$ cat config.mk
export PLATFORM = sky130hd
export DESIGN_NAME = pipeline_sequencer
export DESIGN_NICKNAME = d
export VERILOG_FILES = /design/src/rtl/pipeline_sequencer.sv
export SDC_FILE = /design/constraint.sdc
export NUM_CORES = 1
export LEC_CHECK = 0
export CORE_ASPECT_RATIO = 0.5
export CORE_UTILIZATION = 42
export DETAILED_ROUTE_END_ITERATION = 7
export HOLD_SLACK_MARGIN = 0.05
export PLACE_DENSITY = 0.78
export SKIP_CTS_REPAIR_TIMING = 1
export SYNTH_ARGS = -nofsm -noshare
export SYNTH_HDL_FRONTEND = slang
export SYNTH_SLANG_ARGS = --single-unit
$ cat constraint.sdc
create_clock -name clk -period 2 [get_ports clk]
set_input_delay 0.4 -clock clk [delete_from_list [all_inputs] [get_ports clk]]
set_output_delay 0.4 -clock clk [all_outputs]
set_load 0.02 [all_outputs]
$ cat src/rtl/pipeline_sequencer.sv
// Parametrised multi-stage pipeline sequencer: steps one instruction through
// NUM_STATES states with per-state skip, wait-for-ready, global stall/flush
// and a retired-instruction counter.
module pipeline_sequencer #(
  parameter int unsigned           NUM_STATES = 7,
  parameter int unsigned           STATE_W    = 3,
  parameter logic [NUM_STATES-1:0] WAIT_MASK  = NUM_STATES'(7'b0000100),
  parameter int unsigned           COUNT_W    = 32
) (
  input  logic                  clk,
  input  logic                  reset,
  input  logic                  stall,
  input  logic                  flush,
  input  logic                  stageReady,
  input  logic [NUM_STATES-1:0] skipMask,
  output logic [NUM_STATES-1:0] stateOneHot,
  output logic [STATE_W-1:0]    stateIndex,
  output logic                  advance,
  output logic                  retire,
  output logic [COUNT_W-1:0]    retireCount
);

  // Wait mask widened to cover every encodable index so illegal indices read 0.
  localparam int unsigned            IDX_SPAN = 1 << STATE_W;
  localparam logic [IDX_SPAN-1:0]    WAIT_EXT = IDX_SPAN'(WAIT_MASK);

  logic [STATE_W-1:0] idx_q, idx_d;
  logic [STATE_W-1:0] idx_adv;
  logic [COUNT_W-1:0] cnt_q, cnt_d;
  logic               idx_legal;
  logic               found;
  logic               wait_hold;

  assign idx_legal = (32'(idx_q) < NUM_STATES);
  assign wait_hold = WAIT_EXT[idx_q] && !stageReady;

  // Lowest non-skipped state above the current one; wraps to 0 if none.
  always_comb begin
    idx_adv = '0;
    found   = 1'b0;
    for (int unsigned j = 1; j < NUM_STATES; j++) begin
      if (!found && (j > 32'(idx_q)) && !skipMask[j]) begin
        idx_adv = STATE_W'(j);
        found   = 1'b1;
      end
    end
  end

  // Next-state and strobe decode: flush > stall > wait > advance.
  always_comb begin
    idx_d   = idx_q;
    cnt_d   = cnt_q;
    advance = 1'b0;
    retire  = 1'b0;
    if (reset) begin
      if (flush || !idx_legal) begin
        idx_d = '0;
      end else if (!stall && !wait_hold) begin
        advance = 1'b1;
        idx_d   = idx_adv;
        retire  = (idx_adv == '0);
        if (retire) begin
          cnt_d = cnt_q + COUNT_W'(1);
        end
      end
    end
  end

  // State and retire counter registers.
  always_ff @(posedge clk or negedge reset) begin
    if (!reset) begin
      idx_q <= '0;
      cnt_q <= '0;
    end else begin
      idx_q <= idx_d;
      cnt_q <= cnt_d;
    end
  end

  // Illegal indices decode to an all-zero one-hot vector.
  always_comb begin
    stateOneHot = '0;
    if (idx_legal) begin
      stateOneHot = NUM_STATES'(1) << idx_q;
    end
  end

  assign stateIndex  = idx_q;
  assign retireCount = cnt_q;

endmodule

==> flow_summary_export.csv, run 1 <==
group,metric,value,unit
final_layout,num_antenna_cells,0,
placed_design,routabilityCongestion,0.831,
die,dieWidth,97.0,um
routing,drtIter0Drc,63,
yosys,synthMuxAreaShare,0.528,%
worst_setup_path,worstSetupStartpointType,"flip-flop",
job,cap_violations,0,
grt,grt-ovfl-total,0,
yosys,synth-simple-area-share,27.2,%
yosys,synth_top_family_by_area,"simple AND/OR/NAND/NOR gates",
routing,ant_nets,0,
final_layout,drive_gt1_share,22.0,%
timing,finalCritPeriodShare,106,%
worst_setup_path,worstPathRequired,1.60,ns
power_and_ir_drop,p_leak,1.45,nW
yosys,syn_nets,210,
clocking,cts_buffers,5,
power_and_ir_drop,irDropWorstVdd,0.383,mV
worst_setup_path,worstSetupStartpoint,"stateIndex[1]$_DFFE_PN0P_",
clocking,cts_buffer_depth,2,
yosys,synth_compound_area_share,6.27,%
routing,drc,0,
worst_setup_path,crit_path_end_kind,"output pin",
grt,grt_use_total,20.9,%
grt,grt_pass1_vias,1770,
clocking,htree_levels,2,
final_layout,layout.cells.non_filler,336,
yosys,synthFlopType,"dfrtp_1",
worst_setup_path,crit_fanout,4,
placed_design,place_inst,327,
timing,hold_ws,0.230,ns
yosys,async_flop_share,100,%
clocking,clk_root_buffer_cell,"clkbuf_8",
timing,rsz0062_at_grt,"true",
routing,vias,1805,
die,coreArea,0.00410,sq mm
final_layout,area_growth,55.2,%
placed_design,place_area,0.00269,sq mm
clocking,clk_latency,0.28,ns
timing,clock_skew,0.00446,ns
routing,highest_layer,"met4",
die,num_io_pins,56,
die,die-height,49.5,um
timing,max-slew-margin-rel,70.1,%
grt,grt_first_pass_wirelength,7.97,mm
worst_setup_path,r2r_slack,-0.11,ns
timing,timing.final.crit_period,2.12,ns
status,status,"finished, violations left",
routing,route.met3.wl,235,um
yosys,yosysWarnings,0,
die,start_util,46.2,%
die,dieArea,0.00480,sq mm
yosys,yosysSeqAreaShare,46.2,%
routing,firstDrtPassIters,4,
yosys,synth_xor_area_share,14.3,%
yosys,synth_area_per_cell,9.62,sq um
routing,wl_met1,2.28,mm
timing,setup_viol,3,
timing,worst_pin_slew,0.449,ns
clocking,path_clk_slew,0.07,ns
placed_design,port_buffers,54,
worst_setup_path,arrival,1.72,ns
timing,drv_slew,0,
grt,grt_max_degree,37,
worst_setup_path,crit_type,"reg -> out",
worst_setup_path,reg2reg_from,"stateIndex[1]$_DFFE_PN0P_",
yosys,ys_ff_latch,35,
die,row_count,16,
timing,fmax,0.472,GHz
routing,wl_met2,2.52,mm
placed_design,dpl.hpwl,3.59,mm
yosys,synthAdderAreaFrac,0.660,%
status,violations,"negative setup slack",
routing,wl_per_cell,15.2,um
routing,via_per_inst,5.37,
power_and_ir_drop,power,1.50,mW
yosys,postSynthCellCount,197,
yosys,synth_edf_count,0,
timing,hold_viol,0,
final_layout,final_cell_area,0.00294,sq mm
final_layout,nets,295,
grt,antenna_found_initial,0,
clocking,cts_tree,"done",
timing,worst_slack,-0.118,ns
routing,drt_wl_total,5.12,mm
hold_path,hold_class,"in -> async",
yosys,yosysUniqueCellTypes,38,
clocking,cts_sinks,35,
yosys,synth_area,0.00190,sq mm
power_and_ir_drop,power_density,509,mW/mm^2
final_layout,utilization,71.7,%
## logic make-up after synthesis
family | after synthesis
XOR/XNOR | 31
buffers and inverters | 16
flip-flops | 35
AO/OA/AOI/OAI | 16
AND/OR/NAND/NOR | 97
adder cells (fa/ha/maj) | 1
multiplexers | 1
## layer usage
metal	up-vias	global-route usage, %
met4	0	7.46
met3	10	3.83
li1	859	-
met2	59	36.5
met5	-	0
met1	877	26.5
## registers in the layout, summed over array words and instances (netlist names)
name	count
stateIndex	3
retireCount	32
## critical path, stage by stage, from the launching register on
cell     delay [ns]
dfrtp_2        0.43
a31o_1         0.25
or3_4          0.41
inv_4          0.08
nand3_4        0.08
inv_4          0.07
buf_6          0.11
## Yosys cell counts (2+ instances only)
library cell	instances	area, sq um
dfrtp_1	35	876
nor2_1	22	82.6
xor2_1	20	175
nand2_1	15	56.3
nand3_1	12	60.1
nor3_1	11	55.1
xnor2_1	11	96.3
nand4_1	10	62.6
inv_1	8	30.0
nor4_1	8	50.1
buf_6	4	45.0
nand2b_1	4	25.0
a21oi_1	3	15.0
and3_1	3	18.8
clkbuf_1	3	11.3
nor3b_1	3	22.5
a2111oi_0	2	17.5
a211o_1	2	17.5
o21ai_0	2	10.0
## stage by stage
| step | setup WS, ns | setup TNS (ns) |
|---|---|---|
| floorplan | -0.0181 | -0.0181 |
| finish | -0.118 | -0.271 |
| CTS | -0.657 | -3.73 |
| global route | -0.162 | -0.773 |
| detailed placement | -0.637 | -9.00 |
| global placement | -0.606 | -7.61 |
## layout make-up
cell class	instances	area, sq um
fillers	283	1160
flip-flops and latches	35	878
repair buffers	86	827
well taps	54	67.6
inverters	8	35.0
multi-input cells	146	1050
clock buffers	6	82.6
clock inverters	1	5.00
## cell usage in the layout, fill, tap and decap left out, drive strengths merged, types with 2 or more instances in the layout
master,count
clkdlybuf4s50,42
dfrtp,35
buf,34
nor2,22
xor2,20
nand2,15
nand3,13
xnor2,11
nor3,11
nand4,10
dlymetal6s2s,10
inv,8
nor4,8
clkbuf,6
nand2b,4
nor3b,3
and3,3
a21oi,3
a211o,2
o21ai,2
nor4b,2
a2111oi,2
## power breakdown
part | leakage, nW | switching (mW) | total (mW) | internal, mW
registers | 0.463 | 0.0127 | 0.730 | 0.717
clock network | 0.0470 | 0.244 | 0.514 | 0.270
logic | 0.937 | 0.130 | 0.253 | 0.122
## path summary, 6_finish.rpt
kind                                          endpoint  cells after the start
min in group clk           retireCount[31]$_DFFE_PN0P_                      1
setup reg to reg           retireCount[14]$_DFFE_PN0P_                      7
setup / recovery                                retire                      6
hold / removal              retireCount[8]$_DFFE_PN0P_                      2
max in group asynchronous    stateIndex[1]$_DFFE_PN0P_                      2
hold reg to reg            retireCount[31]$_DFFE_PN0P_                      1
No activity file was read; power rests on OpenSTA's default activity.
==> run 2: changes to the inputs <==
--- a/config.mk
+++ b/config.mk
@@ -9,7 +9,7 @@
 export CORE_UTILIZATION = 42
 export DETAILED_ROUTE_END_ITERATION = 7
 export HOLD_SLACK_MARGIN = 0.05
-export PLACE_DENSITY = 0.78
+export PLACE_DENSITY = 0.84
 export SKIP_CTS_REPAIR_TIMING = 1
 export SYNTH_ARGS = -nofsm -noshare
 export SYNTH_HDL_FRONTEND = slang
==> flow_summary_export.csv, run 2 (synthesis results as in run 1) <==
group,metric,value,unit
status,status,"finished, violations left",
status,violations,"negative setup slack",
final_layout,ff_latch_area,878,sq um
routing,drt_wl_total,6.26,mm
worst_setup_path,worstPathRequired,2.20,ns
final_layout,largest_register_ffs,32,
worst_setup_path,cp_top_family,"buffers and inverters",
timing,fmax,0.440,GHz
worst_setup_path,cpMostUsedCell,"buf_4",
clocking,cts_buffer_depth,2,
clocking,cts_tree,"done",
power_and_ir_drop,p_seq_share,48.2,%
die,row_count,16,
die,die-height,49.5,um
placed_design,routabilityCongestion,0.861,
placed_design,port_buffers,54,
timing,timing.final.crit_period,2.27,ns
job,cap_violations,0,
final_layout,multi_input_area,0.00114,sq mm
placed_design,dpl.hpwl,3.50,mm
power_and_ir_drop,power_frac_comb,18.5,%
routing,vias,1932,
clocking,clk_root_buffer_cell,"clkbuf_8",
worst_setup_path,cpMaxStageDelayCell,"dfrtp_2",
final_layout,num_antenna_cells,0,
final_layout,layout_commonest_cell,"clkdlybuf4s50_1",
final_layout,utilization,75.6,%
worst_setup_path,ff2ff_path_depth,11,
power_and_ir_drop,p_clk_share,33.3,%
clocking,cts_sinks,35,
timing,rsz0062_at_grt,"true",
clocking,htree_levels,2,
timing,max-slew-margin-rel,69.9,%
timing,worst_slack,-0.274,ns
worst_setup_path,crit_path_end_kind,"flip-flop",
worst_setup_path,slowest_delay,0.42,ns
timing,hold_ws,0.291,ns
grt,grt_pass1_vias,1731,
routing,ant_nets,0,
worst_setup_path,worstSetupStartpointType,"flip-flop",
power_and_ir_drop,power.share.switching,27.4,%
die,coreArea,0.00410,sq mm
grt,grt_use_total,21.4,%
power_and_ir_drop,irDropWorstVdd,0.444,mV
timing,drv_slew,0,
worst_setup_path,cp.depth,11,
grt,antenna_found_initial,0,
hold_path,hold_class,"in -> async",
die,dieArea,0.00480,sq mm
final_layout,area_growth,63.8,%
timing,tns,-2.08,ns
worst_setup_path,arrival,2.48,ns
clocking,clk_latency,0.29,ns
timing,finalCritPeriodShare,114,%
grt,grt_first_pass_wirelength,8.05,mm
grt,grt-ovfl-total,0,
clocking,cts_buffers,5,
worst_setup_path,crit_path_cell_trace,"buf_4, clkbuf_16, a211o_1, o31a_1, buf_4, buf_4, nand3_2, buf_6, buf_4, nor3_4, xor2_1",
routing,drtIter0Drc,98,
worst_setup_path,path_buf_inv,6,
timing,setup_viol,22,
timing,hold_viol,0,
timing,worst_pin_slew,0.452,ns
clocking,path_clk_slew,0.07,ns
worst_setup_path,crit_type,"reg -> reg",
final_layout,drive_gt1_share,27.0,%
power_and_ir_drop,p_int,1.10,mW
worst_setup_path,worstSetupStartpoint,"stateIndex[2]$_DFFE_PN0P_",
routing,firstDrtPassIters,4,
worst_setup_path,crit_fanout,6,
final_layout,num-fill-cells,243,
power_and_ir_drop,power_density,489,mW/mm^2
die,start_util,46.2,%
timing,clock_skew,0.00325,ns
worst_setup_path,reg2reg_from,"stateIndex[2]$_DFFE_PN0P_",
final_layout,nets,301,
placed_design,place_ws,-0.624,ns
routing,via_per_inst,5.63,
grt,grt_max_degree,37,
routing,wl_per_cell,18.3,um
power_and_ir_drop,p_leak,1.54,nW
die,num_io_pins,56,
die,dieWidth,97.0,um
routing,drc,0,
power_and_ir_drop,power.switching,0.417,mW
final_layout,most-common-layout-cells,"clkdlybuf4s50_1, dfrtp_1, buf_4",
==> run 2: changes by cell type in the layout (fill, tap and decap cells not counted), sizes merged <==
cell and delta:
clkbuf +4, buf +5, dlymetal6s2s -2
==> run 2: power by group through the flow <==
stage               Sequential (mW)  Clock (mW)  Combinational, mW
CTS                           0.728       0.496              0.239
finish                        0.732       0.506              0.281
floorplan                     0.753           0             0.0966
global placement              0.741           0              0.235
detailed placement            0.741           0              0.238
global route                  0.733       0.532              0.298
==> run 2: area by class of cell <==
cell class	count	share of cell area, %
clock buffer	7	2.46
clock inverter	1	0.161
inverter	8	1.13
multi-input combinational	146	36.7
sequential	35	28.3
tap	54	2.18
timing repair buffer	92	29.1
==> run 2: worst register-to-register path: cells and delay by family (launching register included) <==
| kind | cells | cell delay [ns] |
|---|---|---|
| compound gates | 2 | 0.36 |
| xor+xnor | 1 | 0.22 |
| buf+inv | 6 | 0.88 |
| flops | 1 | 0.42 |
| simple gates | 2 | 0.29 |
==> run 2: final timing paths <==
check | to | slack, ns
max | retireCount[9]$_DFFE_PN0P_ | -0.27
min | retireCount[7]$_DFFE_PN0P_ | 0.29
max reg2reg | retireCount[9]$_DFFE_PN0P_ | -0.27
min reg2reg | retireCount[31]$_DFFE_PN0P_ | 0.47
max in group asynchronous | stateIndex[1]$_DFFE_PN0P_ | 1.37
min in group clk | retireCount[31]$_DFFE_PN0P_ | 0.47
==> run 2: routing by layer <==
layer / vias up / global-route usage, % / routed length [um]
li1: 872 / - / -
met1: 964 / 27.7 / 2710
met2: 74 / 34.4 / 3070
met3: 22 / 4.96 / 306
met4: 0 / 10.7 / 176
met5: - / 0 / 0
==> run 2: through the flow <==
step                area [sq um]  total power, mW  instances
floorplan                   1910            0.850        197
global placement            2690            0.976        327
detailed placement          2690            0.979        327
CTS                         2770             1.46        335
global route                3100             1.56        343
finish                      3100             1.52        343
==> run 3: changes to the inputs <==
--- a/config.mk
+++ b/config.mk
@@ -6,10 +6,10 @@
 export NUM_CORES = 1
 export LEC_CHECK = 0
 export CORE_ASPECT_RATIO = 0.5
-export CORE_UTILIZATION = 42
+export CORE_UTILIZATION = 47
 export DETAILED_ROUTE_END_ITERATION = 7
 export HOLD_SLACK_MARGIN = 0.05
-export PLACE_DENSITY = 0.84
+export PLACE_DENSITY = 0.89
 export SKIP_CTS_REPAIR_TIMING = 1
 export SYNTH_ARGS = -nofsm -noshare
 export SYNTH_HDL_FRONTEND = slang
==> constraint.sdc (replaced) <==
create_clock -name clk -period 2.4 [get_ports clk]
set_input_delay 0.48 -clock clk [delete_from_list [all_inputs] [get_ports clk]]
set_output_delay 0.48 -clock clk [all_outputs]
set_load 0.02 [all_outputs]
==> flow_summary_export.csv, run 3 (synthesis results as in run 1) <==
group,metric,value,unit
clocking,htree_levels,2,
worst_setup_path,cpMaxStageDelayCell,"clkdlybuf4s50_1",
timing,rsz0062_at_grt,"false",
routing,drtIter0Drc,80,
placed_design,port_buffers,54,
timing,setup_viol,0,
timing,max-slew-margin-rel,69.6,%
clocking,cts_tree,"done",
final_layout,num_antenna_cells,0,
power_and_ir_drop,irDropWorstVdd,0.262,mV
hold_path,hold_class,"reg -> reg",
routing,wl_per_cell,15.5,um
worst_setup_path,crit_fanout,16,
timing,fmax,0.426,GHz
final_layout,area_growth,44.3,%
clocking,clk_root_buffer_cell,"clkbuf_8",
clocking,clk_latency,0.29,ns
grt,grt_max_degree,37,
worst_setup_path,crit_path_end_kind,"output pin",
grt,grt_use_total,24.8,%
die,row_count,15,
worst_setup_path,r2r_slack,0.18,ns
worst_setup_path,reg2reg_from,"stateIndex[1]$_DFFE_PN0P_",
routing,via_per_inst,5.53,
clocking,cts_buffers,5,
timing,hold_ws,0.478,ns
timing,clock_skew,0.00421,ns
routing,drt_wl_total,5.03,mm
worst_setup_path,timing.rr.end,"stateIndex[1]$_DFFE_PN0P_",
clocking,cts_sinks,35,
clocking,path_clk_slew,0.07,ns
worst_setup_path,worstSetupStartpointType,"flip-flop",
final_layout,most-common-layout-cells,"clkdlybuf4s50_1, dfrtp_1, buf_4",
worst_setup_path,crit_type,"reg -> out",
power_and_ir_drop,power_density,493,mW/mm^2
final_layout,largest_register_ffs,32,
grt,grt_pass1_vias,1716,
grt,antenna_found_initial,0,
worst_setup_path,worstPathRequired,1.92,ns
final_layout,ff_latch_area,876,sq um
clocking,cts_buffer_depth,2,
routing,vias,1797,
hold_path,hold-path-endpoint,"retireCount[31]$_DFFE_PN0P_",
power_and_ir_drop,p_leak,1.30,nW
grt,grt_first_pass_wirelength,8.02,mm
worst_setup_path,crit_path_cell_trace,"buf_4, nand2b_1, nor2_1, clkdlybuf4s50_1",
timing,finalCritPeriodShare,97.9,%
placed_design,dpl.hpwl,3.63,mm
placed_design,routabilityCongestion,0.836,
status,status,"finished clean",
timing,drv_slew,0,
die,coreArea,0.00364,sq mm
die,dieArea,0.00431,sq mm
hold_path,whs_path_depth,1,
routing,drc,0,
die,start_util,52.1,%
die,dieWidth,91.8,um
die,num_io_pins,56,
final_layout,num-fill-cells,234,
final_layout,nets,286,
timing,hold_viol,0,
final_layout,layout.cells.non_filler,325,
timing,worst_pin_slew,0.455,ns
final_layout,multi_input_area,935,sq um
final_layout,layout_commonest_cell,"clkdlybuf4s50_1",
final_layout,drive_gt1_share,15.0,%
hold_path,hold_start,"retireCount[31]$_DFFE_PN0P_",
worst_setup_path,arrival,1.87,ns
job,cap_violations,0,
routing,ant_nets,0,
grt,grt-ovfl-total,0,
worst_setup_path,ff2ff_path_depth,7,
routing,firstDrtPassIters,4,
die,die-height,46.9,um
timing,timing.final.crit_period,2.35,ns
worst_setup_path,slowest_delay,0.63,ns
placed_design,place_inst,317,
==> run 3: worst max path at each step <==
stage	depth (start not counted)	endpoint	slack, ns	start
after CTS	7	retire	-0.47	flush
after global routing	7	retire	0.002	reset
final	4	stateOneHot[5]	0.05	stateIndex[1]$_DFFE_PN0P_
after detailed placement	7	retire	-0.45	reset
after floorplan	6	retire	0.16	stateIndex[1]$_DFFE_PN0P_
after global placement	7	retire	-0.37	reset
==> run 3: area by class of cell <==
class	count	area share (%)
Tap cell	51	2.33
Clock inverter	2	1.28
Multi-Input combinational cell	146	34.2
Inverter	8	1.10
Timing Repair Buffer	77	26.1
Clock buffer	6	3.02
Sequential cell	35	32.0
==> run 3: critical path, delay by kind of cell, from the launching register on <==
kind,cells,cell delay [ns]
buffers and inverters,2,0.83
DFF,1,0.41
and+or+nand+nor,2,0.35
==> run 3: power by group <==
| group | internal (mW) | total, mW | switching (mW) |
|---|---|---|---|
| registers | 0.597 | 0.608 | 0.0106 |
| clock network | 0.336 | 0.549 | 0.213 |
| logic | 0.0931 | 0.191 | 0.0981 |
==> run 3: through the flow <==
step / total power, mW / util, % / setup slack [ns] / setup TNS (ns) / instance area [sq um]
floorplan: 0.706 / - / 0.161 / 0 / 1900
global placement: 0.804 / 71.7 / -0.374 / -0.958 / 2610
detailed placement: 0.809 / 71.7 / -0.447 / -1.38 / 2610
CTS: 1.35 / 74.9 / -0.469 / -0.826 / 2730
global route: 1.40 / 75.1 / 0.00205 / 0 / 2740
finish: 1.35 / 75.1 / 0.0507 / 0 / 2740
==> run 3: routing by layer <==
layer | routed length [um] | track usage [%] | vias to the layer above
li1 | - | - | 843
met1 | 2210 | 30.5 | 879
met2 | 2450 | 45.0 | 65
met3 | 275 | 5.02 | 10
met4 | 97 | 10.9 | 0
met5 | 0 | 0 | -
